**src/rtl/gradient_pkg.sv**
```systemverilog
// Shared timing constants, pattern encodings and the registered output bundle
// for the gradient display scan front end.
package gradient_pkg;

  localparam int CNT_W   = 10;
  localparam int LEVEL_W = 6;

  localparam int H_ACTIVE = 640;
  localparam int H_FP     = 16;
  localparam int H_SYNC   = 96;
  localparam int H_BP     = 48;
  localparam int H_TOTAL  = H_ACTIVE + H_FP + H_SYNC + H_BP;

  localparam int V_ACTIVE = 480;
  localparam int V_FP     = 10;
  localparam int V_SYNC   = 2;
  localparam int V_BP     = 33;
  localparam int V_TOTAL  = V_ACTIVE + V_FP + V_SYNC + V_BP;

  localparam int H_SYNC_START = H_ACTIVE + H_FP;
  localparam int H_SYNC_END   = H_SYNC_START + H_SYNC;
  localparam int V_SYNC_START = V_ACTIVE + V_FP;
  localparam int V_SYNC_END   = V_SYNC_START + V_SYNC;

  localparam logic [1:0] MODE_VERT  = 2'd0;
  localparam logic [1:0] MODE_HORIZ = 2'd1;
  localparam logic [1:0] MODE_DIAG  = 2'd2;
  localparam logic [1:0] MODE_FLAT  = 2'd3;

  typedef struct packed {
    logic [LEVEL_W:0] grad_y;
    logic [1:0]       grad_x;
    logic             de;
    logic             hsync;
    logic             vsync;
    logic             frame_tick;
  } pix_out_t;

  // Blanked, syncs deasserted (high), no tick.
  localparam pix_out_t PIX_RST = '{
    grad_y:     '0,
    grad_x:     '0,
    de:         1'b0,
    hsync:      1'b1,
    vsync:      1'b1,
    frame_tick: 1'b0
  };

  // Gradient level for one beam position; every add truncates to 6 bits.
  function automatic logic [LEVEL_W-1:0] calc_level(
    input logic [1:0]         mode,
    input logic [CNT_W-1:0]   hpos,
    input logic [CNT_W-1:0]   vpos,
    input logic [LEVEL_W-1:0] offset
  );
    logic [LEVEL_W-1:0] h_band;
    logic [LEVEL_W-1:0] v_fine;
    logic [LEVEL_W-1:0] v_band;
    logic [LEVEL_W-1:0] lvl;
    h_band = LEVEL_W'(hpos >> 4);
    v_fine = LEVEL_W'(vpos >> 3);
    v_band = LEVEL_W'(vpos >> 4);
    case (mode)
      MODE_VERT:  lvl = v_fine + offset;
      MODE_HORIZ: lvl = h_band + offset;
      MODE_DIAG:  lvl = h_band + v_band + offset;
      default:    lvl = offset;
    endcase
    return lvl;
  endfunction

endpackage

```
**src/rtl/gradient_scanner_vga_timing.sv**
```systemverilog
// Beam position counters with active-area, sync and frame-boundary decode.
// Decodes are combinational from the counter state; the top registers them.
module vga_timing
  import gradient_pkg::*;
#(
  parameter int H_ACT   = H_ACTIVE,
  parameter int H_FRONT = H_FP,
  parameter int H_SW    = H_SYNC,
  parameter int H_BACK  = H_BP,
  parameter int V_ACT   = V_ACTIVE,
  parameter int V_FRONT = V_FP,
  parameter int V_SW    = V_SYNC,
  parameter int V_BACK  = V_BP
) (
  input  logic             clk,
  input  logic             rst_n,
  output logic [CNT_W-1:0] hpos,
  output logic [CNT_W-1:0] vpos,
  output logic             active,
  output logic             hsync,
  output logic             vsync,
  output logic             fb,
  output logic             first
);

  localparam int HT = H_ACT + H_FRONT + H_SW + H_BACK;
  localparam int VT = V_ACT + V_FRONT + V_SW + V_BACK;

  localparam logic [CNT_W-1:0] H_LAST  = CNT_W'(HT - 1);
  localparam logic [CNT_W-1:0] V_LAST  = CNT_W'(VT - 1);
  localparam logic [CNT_W-1:0] H_VIS   = CNT_W'(H_ACT);
  localparam logic [CNT_W-1:0] V_VIS   = CNT_W'(V_ACT);
  localparam logic [CNT_W-1:0] HS_FROM = CNT_W'(H_ACT + H_FRONT);
  localparam logic [CNT_W-1:0] HS_TO   = CNT_W'(H_ACT + H_FRONT + H_SW);
  localparam logic [CNT_W-1:0] VS_FROM = CNT_W'(V_ACT + V_FRONT);
  localparam logic [CNT_W-1:0] VS_TO   = CNT_W'(V_ACT + V_FRONT + V_SW);

  logic h_last;
  logic v_last;

  assign h_last = (hpos == H_LAST);
  assign v_last = (vpos == V_LAST);

  always_ff @(posedge clk or negedge rst_n) begin
    if (!rst_n) begin
      hpos <= '0;
      vpos <= '0;
    end else if (h_last) begin
      hpos <= '0;
      vpos <= v_last ? '0 : vpos + CNT_W'(1);
    end else begin
      hpos <= hpos + CNT_W'(1);
    end
  end

  always_comb begin
    active = (hpos < H_VIS) && (vpos < V_VIS);
    hsync  = ~((hpos >= HS_FROM) && (hpos < HS_TO));
    vsync  = ~((vpos >= VS_FROM) && (vpos < VS_TO));
    fb     = h_last && v_last;
    first  = (hpos == '0) && (vpos == '0);
  end

endmodule

```
**src/rtl/gradient_scanner.sv**
```systemverilog
// Raster scan front end: adds the per-frame animation offset and pattern latch
// to the beam timing and registers ROM address, display enable and syncs together.
module gradient_scanner
  import gradient_pkg::*;
#(
  parameter int H_ACT   = H_ACTIVE,
  parameter int H_FRONT = H_FP,
  parameter int H_SW    = H_SYNC,
  parameter int H_BACK  = H_BP,
  parameter int V_ACT   = V_ACTIVE,
  parameter int V_FRONT = V_FP,
  parameter int V_SW    = V_SYNC,
  parameter int V_BACK  = V_BP
) (
  input  logic       clk,
  input  logic       rst_n,
  input  logic [1:0] mode,
  input  logic       anim_en,
  output logic [6:0] grad_y,
  output logic [1:0] grad_x,
  output logic       de,
  output logic       hsync,
  output logic       vsync,
  output logic       frame_tick
);

  logic [CNT_W-1:0]   hpos;
  logic [CNT_W-1:0]   vpos;
  logic               active;
  logic               hsync_c;
  logic               vsync_c;
  logic               fb;
  logic               first;
  logic [LEVEL_W-1:0] offset;
  logic [1:0]         mode_q;
  logic [LEVEL_W-1:0] level;
  pix_out_t           pix_d;
  pix_out_t           pix_q;

  vga_timing #(
    .H_ACT   (H_ACT),
    .H_FRONT (H_FRONT),
    .H_SW    (H_SW),
    .H_BACK  (H_BACK),
    .V_ACT   (V_ACT),
    .V_FRONT (V_FRONT),
    .V_SW    (V_SW),
    .V_BACK  (V_BACK)
  ) u_timing (
    .clk    (clk),
    .rst_n  (rst_n),
    .hpos   (hpos),
    .vpos   (vpos),
    .active (active),
    .hsync  (hsync_c),
    .vsync  (vsync_c),
    .fb     (fb),
    .first  (first)
  );

  // Offset and pattern change together only at the frame boundary, so a
  // frame is always drawn with one consistent pair of values.
  always_ff @(posedge clk or negedge rst_n) begin
    if (!rst_n) begin
      offset <= '0;
      mode_q <= MODE_VERT;
    end else if (fb) begin
      if (anim_en) begin
        offset <= offset + LEVEL_W'(1);
      end
      mode_q <= mode;
    end
  end

  assign level = calc_level(mode_q, hpos, vpos, offset);

  // Blanking drives ROM address 0, which the ROM maps to black.
  always_comb begin
    pix_d            = PIX_RST;
    pix_d.de         = active;
    pix_d.hsync      = hsync_c;
    pix_d.vsync      = vsync_c;
    pix_d.frame_tick = first;
    if (active) begin
      pix_d.grad_y = {level, vpos[0]};
      pix_d.grad_x = hpos[1:0];
    end
  end

  always_ff @(posedge clk or negedge rst_n) begin
    if (!rst_n) begin
      pix_q <= PIX_RST;
    end else begin
      pix_q <= pix_d;
    end
  end

  assign grad_y     = pix_q.grad_y;
  assign grad_x     = pix_q.grad_x;
  assign de         = pix_q.de;
  assign hsync      = pix_q.hsync;
  assign vsync      = pix_q.vsync;
  assign frame_tick = pix_q.frame_tick;

endmodule

```
**config.mk**
```make
export PLATFORM = sky130hd
export DESIGN_NAME = gradient_scanner
export DESIGN_NICKNAME = d
export VERILOG_FILES = /design/src/rtl/gradient_pkg.sv /design/src/rtl/gradient_scanner_vga_timing.sv /design/src/rtl/gradient_scanner.sv
export SDC_FILE = /design/constraint.sdc
export NUM_CORES = 1
export LEC_CHECK = 0
export BUFFER_PORTS_ARGS = -buffer_cell sky130_fd_sc_hd__clkbuf_2
export CAP_MARGIN = 0
export CORE_MARGIN = 4
export CORE_UTILIZATION = 54
export DETAILED_ROUTE_END_ITERATION = 10
export GPL_TIMING_DRIVEN = 0
export HOLD_SLACK_MARGIN = 0.06
export PLACE_DENSITY = 0.76
export SYNTH_ARGS = -nofsm -noshare
export SYNTH_HDL_FRONTEND = slang
export SYNTH_SLANG_ARGS = --single-unit
```
**constraint.sdc**
```tcl
create_clock -name clk -period 2.34 [get_ports clk]
set_input_delay 0.702 -clock clk [delete_from_list [all_inputs] [get_ports clk]]
set_output_delay 0.702 -clock clk [all_outputs]
set_load 0.03 [all_outputs]
```
**After elaboration in Yosys (flattened, before gate mapping)**

Index checks and enable logic that the tools add are counted.

- Input port bits: 5
- Flip-flop bits (word level): 41
- Word-level logic and storage cells: 42
- Output and inout bits: 13

- Reductions and logical operators: 9
- Mux-type cells: 4
- Bitwise operators: 2
- Magnitude comparators: 6
- Equality and inequality tests: 4
- Add/subtract/negate cells: 7

Operators by type and width:

| cell | count |
|---|---|
| $add A6 B6 Y6 | 4 |
| $add A10 B1 Y10 const B | 2 |
| $eq A10 B10 Y1 const B | 2 |
| $logic_not A10 Y1 | 2 |
| $lt A10 B10 Y1 const B | 2 |
| $lt A10 B9 Y1 const B | 2 |
| $mux W10 | 2 |
| $pmux W6 S3 | 1 |
| $ge A10 B10 Y1 const B | 1 |
| $ge A10 B9 Y1 const B | 1 |
| $mux W9 | 1 |
| $add A6 B1 Y6 const B | 1 |
| $logic_and A1 B1 Y1 | 5 |
| $eq A2 B1 Y1 const B | 1 |
| $eq A2 B2 Y1 const B | 1 |
| $logic_not A2 Y1 | 1 |
| $not A1 Y1 | 2 |
| $reduce_and A2 Y1 | 1 |

**Logic depth before layout (Yosys ltp)**

Gate-level depths: netlist of the first run.

- Depth in word-level cells: 4
- Mapped depth: 11
- Mapped depth without buffers: 10

**Cells and area by module**

A second synthesis of the first run with hierarchy kept.

- Cells, all modules: 265
- Area total of the unflattened synthesis: 2576.2 um^2

Modules (own cells, without submodules):

| module | times used | area an instance (um^2) | sequential area each (um^2) | cells each |
|---|---|---|---|---|
| gradient_scanner | 1 | 1427.6 | 528.0 | 144 |
| vga_timing | 1 | 1148.6 | 500.5 | 121 |

**Worst setup path before layout of the first run**

No wires, ideal clock.

- Path kind: register -> register
- From: register u_timing.hpos[5]
- To: register pix_q (netlist bit grad_y[6])
- Buffers on the path: 0
- Cell stages (with the launch flop): 10
- Path slack: -0.023 ns
- Clock period less this slack: 2.363 ns
- Arrival: 2.238 ns
- Required time: 2.214 ns
- Setup time: 0.126 ns
- Path through: dfrtp_1 -> fa_1 -> ha_1 -> inv_1 -> fa_1 -> nand2b_1 -> a21oi_1 -> xor2_1 -> o21ai_0 -> nor3b_2

RTL lines:

| item | RTL line | text |
|---|---|---|
| start, declared | gradient_scanner_vga_timing.sv:17 | `output logic [CNT_W-1:0] hpos,` |
| start signal, assigned | gradient_scanner_vga_timing.sv:52 | `hpos <= hpos + CNT_W'(1);` |
| end signal, assigned | gradient_scanner.sv:94 | `pix_q <= pix_d;` |
| end, declared | gradient_scanner.sv:38 | `pix_out_t pix_q;` |

==> impl_metrics.tcl, run 1 <==
set metrics [dict create \
    whs_ns 0.503 \
    synth-seq-cells 41 \
    cts_hold_buf 0 \
    antenna_found_initial 0 \
    dp_hpwl_um 3580 \
    critPathMaxFanout 2 \
    power_density_mw_per_mm2 411 \
    areaGrowthSynthToFinish_pct 13.2 \
    tritoncts "done" \
    critical_path_required_ns 2.55 \
    tns_ns -0.110 \
    max_freq_mhz 408 \
    place_inst 308 \
    synth_top_area_share_pct 38.3 \
    slowest_stage "fa_1" \
    clkTransAtPathRegs_ns 0.08 \
    num_rows 24 \
    dieArea_mm2 0.00588 \
    relSlewSlack_pct 33.1 \
    regArea_mm2 0.00103 \
    crit_path_end_kind "flop" \
    synthesis.area_mm2 0.00254 \
    root_buffer "clkbuf_8" \
    final_common_cell "dfrtp_1" \
    nNetsFinal 294 \
    hold_violations 0 \
    utilization_pct 64.8 \
    gp_congestion 0.843 \
    grt_pass1_wl_um 9400 \
    portBuffers 17 \
    critPathTopFamily "adder cells" \
    setup-violations-final 1 \
    syn-instance-count 239 \
    synth-edff-count 0 \
    syn_nets 265 \
    drv_cap 0 \
    initial_core_util_pct 57.3 \
    crit_arrival_ns 2.66 \
    core_mm2 0.00444 \
    viasPerCell 5.63 \
    worst_pin_slew_ns 1.00 \
    vias 1806 \
    async_flop_share_pct 100 \
    htree_levels 2 \
    final_cell_mix "dfrtp_1 (34), nor2_1 (21), clkbuf_2 (17)" \
    synth_cell_types 47 \
    cts_buffers 5 \
    grt_max_degree 42 \
    power.leakage_nw 1.42 \
    fill_cells 357 \
    cts_max_path_buffers 2 \
    max_stage_delay_ns 0.57 \
    drtIter0Drc 121 \
    status "finished with violations" \
    cp_cell_sequence "fa_1 -> ha_2 -> inv_1 -> fa_2 -> nand2b_4 -> a21oi_2 -> xor2_1 -> nor3_1 -> nor3b_2" \
    grtUsageTotal_pct 20.4 \
    cp_num_buf_inv 1 \
    slew_viol_final 0 \
    multi_input_area_mm2 0.00145 \
    cts.sinks 41 \
    yosysTopAreaCell "dfrtp_1" \
    hp-class "flop to flop" \
    crit_type "flop to flop" \
    finalCritPeriodShare_pct 105 \
    worst_setup_path_start_kind "flop" \
    peakVddDrop_uv 275 \
    finalWorstPathRequiredPeriod_ns 2.45 \
    layout.cells.non_filler 321 \
    die_x_um 76.7 \
    grt_overflow 0 \
    route.detailed.wl_per_inst_um 16.3 \
    antenna_cells 0 \
    grt_pass1_vias 1912 \
    drive_gt1_share_pct 27.1 \
    synthFlopType "dfrtp_1" \
    routed_wirelength_um 5250 \
    drc_errors 0 \
    setup_slack_ns -0.110 \
    violations "negative setup slack" \
    die_height_um 76.7 \
    pin_count 18 \
    final_antenna_net_count 0 \
    fin_skew_ns 0.00797 \
    rsz0062_at_grt "true" \
    synthTopCellsByArea "dfrtp_1 (38%), ha_1 (6.9%), xnor2_1 (5.9%)" \
    insertion_delay_ns 0.29 \
    avgSynthCellArea_um2 10.6 \
    first_pass_iters 4 \
    yosysWarningCount 0 \
    ys_seq_area_share_pct 40.4 \
]
[worst paths after layout]
kind                                        from          endpoint  slack (ns)  cells after the start
worst max-delay path                   offset[1]         grad_y[6]       -0.11                      9
worst min-delay path            u_timing.hpos[0]  u_timing.hpos[0]        0.50                      1
worst max register to register         offset[1]         grad_y[6]       -0.11                      9
worst min register to register  u_timing.hpos[0]  u_timing.hpos[0]        0.50                      1
max in group asynchronous                  rst_n  u_timing.vpos[5]        1.09                      1
min in group asynchronous                  rst_n                de        0.56                      1
[routing by layer]
layer  part of all wire, %  global-route usage, %  wire (µm)
met1                    48                   27.7       2530
met3                   2.6                   4.33        136
met5                     0                      0          0
met4                   1.9                   8.88         99
met2                    47                   31.6       2480
[registers in the layout, indices dropped and copies added, names as in the netlist]
| name | count |
|---|---|
| frame_tick | 1 |
| vsync | 1 |
| u_timing.hpos | 10 |
| grad_y | 7 |
| hsync | 1 |
| grad_x | 2 |
| u_timing.vpos | 10 |
| mode_q | 2 |
| de | 1 |
| offset | 6 |
[power breakdown]
group	total (mW)	switching, mW	leakage, nW	internal (mW)
combinational	0.0172	0.0148	0.834	0.00245
sequential	0.708	0	0.540	0.708
clock	0.460	0.254	0.0439	0.206
[cell usage after synthesis, types with 5 or more instances]
master	count
dfrtp_1	39
and3_1	8
a21oi_1	7
nor2_1	21
fa_1	7
nand2b_1	7
xnor2_1	17
ha_1	14
inv_1	14
nand4_1	5
o21ai_0	10
nand2_1	9
xor2_1	10
mux2_2	8
nand3_1	14
[area by class of cell]
type,count,share of cell area (%)
plain buffers,9,2.52
well taps,52,2.26
inverters,14,1.82
clock inverters,3,0.608
multi-input cells,175,50.2
clock buffers,5,2.39
flip-flops and latches,41,35.9
repair buffers,22,4.26
[metrics by stage]
step	instance area, µm²	worst slack, ns	total power, mW
5_1_grt	2880	-0.233	1.24
3_5_place_dp	2700	-0.203	0.740
4_1_cts	2860	-0.0612	1.20
2_1_floorplan	2550	0.0120	0.722
6_report	2880	-0.110	1.19
3_3_place_gp	2700	-0.147	0.740
[kinds of logic after synthesis]
| kind of cell | share of synthesized area [%] |
|---|---|
| AND/OR/NAND/NOR | 20.2 |
| AO/OA/AOI/OAI | 7.23 |
| XOR/XNOR | 9.29 |
| multiplexers | 5.70 |
| buffers and inverters | 4.82 |
| flip-flops | 40.4 |
| adder cells (fa/ha/maj) | 12.4 |
[what timing repair did]
item	in CTS	in global routing
endpoints found under the hold margin	0	0
gates resized for setup	10	7
setup buffers	5	0
cloned	0	0
endpoints found under the setup margin	2	3
pin swaps	3	2
Note: power is estimated with default switching activity, not from simulation.
==> inputs of run 2 (changes only) <==
- CORE_UTILIZATION: 54 -> 45
- PLACE_DENSITY: 0.76 -> 0.66
==> impl_metrics.tcl, run 2 (same netlist as run 1, synthesis figures left out) <==
set metrics [dict create \
    utilization_pct 52.9 \
    core_mm2 0.00551 \
    cts_hold_buf 0 \
    cts_buffers 5 \
    violations "negative setup slack" \
    critical_path_required_ns 2.52 \
    slowest_stage "fa_1" \
    rsz0062_at_grt "true" \
    place_inst 328 \
    dp_hpwl_um 3540 \
    startpoint "offset[1]" \
    slew_viol_final 0 \
    clkTransAtPathRegs_ns 0.08 \
    insertion_delay_ns 0.29 \
    first_pass_iters 4 \
    power_density_mw_per_mm2 451 \
    min-delay-start "u_timing.hpos[0]" \
    postPlaceCellArea_mm2 0.00273 \
    max_stage_delay_ns 0.54 \
    grt_max_degree 42 \
    design_area_mm2 0.00292 \
    hp-class "flop to flop" \
    dieArea_mm2 0.00692 \
    drc_errors 0 \
    setup-violations-final 1 \
    status "finished with violations" \
    cp_num_buf_inv 1 \
    gp_congestion 0.791 \
    routed_wirelength_um 5160 \
    antenna_cells 0 \
    die_x_um 83.2 \
    grtUsageTotal_pct 15.9 \
    reg2reg_from "offset[1]" \
    route.detailed.wl_per_inst_um 15.2 \
    drv_cap 0 \
    nNetsFinal 293 \
    drive_gt1_share_pct 26.1 \
    final_antenna_net_count 0 \
    num_rows 27 \
    critPathMaxFanout 2 \
    relSlewSlack_pct 32.9 \
    finalWorstPathRequiredPeriod_ns 2.40 \
    portBuffers 17 \
    final_common_cell "dfrtp_1" \
    fin_skew_ns 0.00554 \
    grt_pass1_wl_um 8740 \
    crit_path_end_kind "flop" \
    tritoncts "done" \
    die_height_um 83.2 \
    hold_violations 0 \
    cts.sinks 41 \
    max_freq_mhz 417 \
    vias 1772 \
    layout.cells.non_filler 340 \
    viasPerCell 5.21 \
    htree_levels 2 \
    initial_core_util_pct 46.2 \
    power.leakage_nw 1.41 \
    peakVddDrop_uv 217 \
    drtIter0Drc 113 \
    finalCritPeriodShare_pct 102 \
    setup_slack_ns -0.0553 \
    final_cell_mix "dfrtp_1 (34), nor2_1 (21), xnor2_1 (17), clkbuf_2 (17), nand3_1 (14)" \
    root_buffer "clkbuf_8" \
    dp_slack_ns -0.205 \
    crit_type "flop to flop" \
    cp_cell_sequence "fa_1 -> ha_2 -> inv_2 -> fa_2 -> nand2b_4 -> a21oi_2 -> xor2_1 -> o21ai_1 -> nor3b_2" \
    critPathTopFamily "adder cells" \
    pin_count 18 \
    areaGrowthSynthToFinish_pct 14.6 \
    cts_max_path_buffers 2 \
    worst_setup_path_start_kind "flop" \
    crit_arrival_ns 2.57 \
    worst_pin_slew_ns 1.01 \
    antenna_found_initial 0 \
    grt_overflow 0 \
    grt_pass1_vias 1743 \
]
[run 2: layer usage]
metal | vias up | part of all wire [%] | global-route usage [%]
met1 | 860 | 48 | 22.3
met2 | 27 | 48 | 24.1
li1 | 878 | - | -
met3 | 7 | 2.2 | 2.98
met4 | 0 | 1.6 | 6.24
met5 | - | 0 | 0
[run 2: timing repair]
action	in CTS	in global routing
setup buffers	3	1
endpoints found under the setup margin	2	2
resized for setup	8	7
pin swaps	1	1
[run 2: layout make-up]
type                            count  area [µm²]
Fill cell                         500        2590
Multi-Input combinational cell    175        1430
Sequential cell                    41        1030
Timing Repair Buffer               21         115
Tap cell                           72        90.1
Clock buffer                        7        86.3
Buffer                              9        72.6
Inverter                           14        52.6
Clock inverter                      1        30.0
[run 2: worst register-to-register path: cells and delay by family, from the launching register on]
kind / cells / cell delay, ns
xor+xnor: 1 / 0.20
compound gates: 2 / 0.21
simple gates: 2 / 0.30
buf+inv: 1 / 0.04
flops: 1 / 0.43
fa+ha+maj: 3 / 1.09
[run 2: where the power goes]
group | internal [mW] | switching [mW]
clock | 0.348 | 0.242
sequential | 0.708 | 0
combinational | 0.00243 | 0.0148
total | 1.06 | 0.257
[run 2: final timing paths]
path                                         end  slack [ns]  depth (start not counted)
worst max-delay path                   grad_y[6]       -0.06                          9
worst min-delay path            u_timing.hpos[0]        0.49                          1
worst max register to register         grad_y[6]       -0.06                          9
worst min register to register  u_timing.hpos[0]        0.49                          1
max in group asynchronous       u_timing.vpos[5]        1.08                          1
min in group asynchronous       u_timing.hpos[5]        0.57                          1
[run 2: metrics by stage]
stage,hold WS [ns],setup TNS [ns],power (mW)
2_1_floorplan,0.406,0,0.722
3_3_place_gp,0.482,-0.171,0.741
3_5_place_dp,0.482,-0.215,0.741
4_1_cts,0.495,-0.0422,1.34
5_1_grt,0.513,-0.176,1.38
6_report,0.489,-0.0553,1.32
==> inputs of run 3 (changes only) <==
- ABC_AREA: not set -> 1
- PLACE_DENSITY: 0.66 -> 0.63
- clock period: 2.34 -> 2.5 ns (I/O delays scaled with it)
==> impl_metrics.tcl, run 3 <==
set metrics [dict create \
    grt_overflow 0 \
    postPlaceCellArea_mm2 0.00275 \
    syn-instance-count 323 \
    htree_levels 2 \
    setup-violations-final 0 \
    worst_path_most_repeated_cell "nor2_1" \
    synthFlopType "dfrtp_1" \
    grt_pass1_wl_um 9490 \
    grt_pass1_vias 1995 \
    grt_max_degree 42 \
    cts_buffers 5 \
    antenna_found_initial 0 \
    relSlewSlack_pct 32.9 \
    syn_nets 349 \
    cp_cell_sequence "fa_1 -> ha_1 -> inv_1 -> fa_1 -> nor2_1 -> nor2_1 -> inv_1 -> nand2_1 -> nand3_1 -> nand2_1 -> nor2_1 -> nor2_1" \
    finalWorstPathRequiredPeriod_ns 2.35 \
    synthesis.area_mm2 0.00257 \
    pin_count 18 \
    insertion_delay_ns 0.30 \
    drtIter0Drc 180 \
    areaGrowthSynthToFinish_pct 11.5 \
    synthTopCellsByCount "nand2_1 (74), inv_1 (52), dfrtp_1 (39)" \
    power.leakage_nw 1.47 \
    hp-class "flop to flop" \
    synthTopCellsByArea "dfrtp_1 (38%), nand2_1 (11%), inv_1 (7.6%)" \
    dieArea_mm2 0.00699 \
    synth_cell_types 31 \
    power_density_mw_per_mm2 451 \
    num_rows 27 \
    rsz0062_at_grt "false" \
    dp_hpwl_um 4270 \
    async_flop_share_pct 100 \
    peakVddDrop_uv 189 \
    fill_cells 538 \
    crit_type "flop to flop" \
    fin_skew_ns 0.00660 \
    gp_congestion 0.846 \
    synth_top_area_share_pct 37.9 \
    worst_setup_path_start_kind "flop" \
    antenna_cells 0 \
    drive_gt1_share_pct 12.1 \
    synth-seq-cells 41 \
    cts_max_path_buffers 2 \
    vias 2089 \
    slew_viol_final 0 \
    crit_path_end_kind "flop" \
    utilization_pct 51.8 \
    regArea_mm2 0.00103 \
    tritoncts "done" \
    grtUsageTotal_pct 16.8 \
    drv_cap 0 \
    final_antenna_net_count 0 \
    p_total_mw 1.30 \
    core_mm2 0.00554 \
    slowest_stage "fa_1" \
    yosysTopAreaCell "dfrtp_1" \
    yosysMostFrequentCell "nand2_1" \
    finalCritPeriodShare_pct 94.0 \
    setup_slack_ns 0.150 \
    final_cell_mix "nand2_1 (73), inv_1 (51), dfrtp_1 (38)" \
    portBuffers 17 \
    viasPerCell 4.99 \
    route.detailed.wl_per_inst_um 13.1 \
    cts.sinks 41 \
    crit_arrival_ns 2.52 \
    yosysWarningCount 0 \
    multi_input_area_mm2 0.00132 \
    ys_seq_area_share_pct 40.0 \
    dp_slack_ns -0.181 \
    routed_wirelength_um 5480 \
    initial_core_util_pct 46.5 \
    die_height_um 83.6 \
    design_area_mm2 0.00287 \
    critPathMaxFanout 5 \
    avgSynthCellArea_um2 7.97 \
    status "completed" \
    clkTransAtPathRegs_ns 0.09 \
    whs_ns 0.558 \
    root_buffer "clkbuf_8" \
    startpoint "offset[1]" \
    synth-edff-count 0 \
    cts_hold_buf 0 \
    reg2reg_from "offset[1]" \
    die_x_um 83.6 \
    critical_path_required_ns 2.67 \
    nNetsFinal 372 \
    hold_violations 0 \
    worst_pin_slew_ns 1.01 \
    drc_errors 0 \
    final_common_cell "nand2_1" \
    min-delay-start "u_timing.hpos[1]" \
    first_pass_iters 4 \
    max_stage_delay_ns 0.57 \
    max_freq_mhz 425 \
]
-- run 3: report_power, final --
group / switching (mW) / total (mW) / internal (mW)
Clock: 0.247 / 0.546 / 0.299
Sequential: 0.0102 / 0.681 / 0.671
Combinational: 0.0469 / 0.0689 / 0.0220
Total: 0.304 / 1.30 / 0.992
-- run 3: worst paths after layout --
path                                     to  slack, ns  depth (start not counted)
setup / recovery                  grad_y[6]       0.15                         12
hold / removal                    grad_x[1]       0.56                          2
setup reg to reg                  grad_y[6]       0.15                         12
hold reg to reg                   grad_x[1]       0.56                          2
max in group asynchronous         mode_q[1]       1.21                          1
min in group asynchronous  u_timing.hpos[7]       0.61                          1
-- run 3: critical path, delay by kind of cell (launching register included) --
family	cells	cell delay (ns)
adders and majority gates	3	1.14
and+or+nand+nor	7	0.50
DFF	1	0.49
buffers and inverters	2	0.11
-- run 3: cells by family (layout without fill, tap and decap cells) --
| kind of cell | Yosys count | count (layout) | share of synthesized area, % |
|---|---|---|---|
| AO/OA/AOI/OAI | 39 | 39 | 8.12 |
| buffers and inverters | 58 | 82 | 8.95 |
| XOR/XNOR | 16 | 16 | 5.74 |
| AND/OR/NAND/NOR | 148 | 148 | 25.0 |
| adder cells (fa/ha/maj) | 21 | 21 | 12.3 |
| flip-flops | 41 | 41 | 40.0 |
-- run 3: final cells by class --
class / count / area share [%]
plain buffers: 3 / 0.828
clock buffers: 5 / 2.40
clock inverters: 3 / 1.61
inverters: 54 / 7.15
multi-input cells: 224 / 46.0
flip-flops and latches: 41 / 35.9
well taps: 72 / 3.14
repair buffers: 17 / 2.96
-- run 3: repair_timing --
item	CTS	global route
setup endpoints to repair	3	1
pin swaps	0	0
resized for setup	2	3
setup buffers	0	0
-- run 3: through the flow --
stage	instances	setup TNS, ns
after floorplan	323	0
after global placement	412	-0.112
after detailed placement	412	-0.186
after CTS	419	0
after global routing	419	0
final	419	0
-- run 3: metal layers --
metal | vias to the layer above | track usage, % | wire length, µm
met1 | 969 | 23.1 | 2670
met3 | 8 | 3.65 | 221
li1 | 1071 | - | -
met4 | 0 | 4.97 | 82
met5 | - | 0 | 0
met2 | 41 | 26.6 | 2500
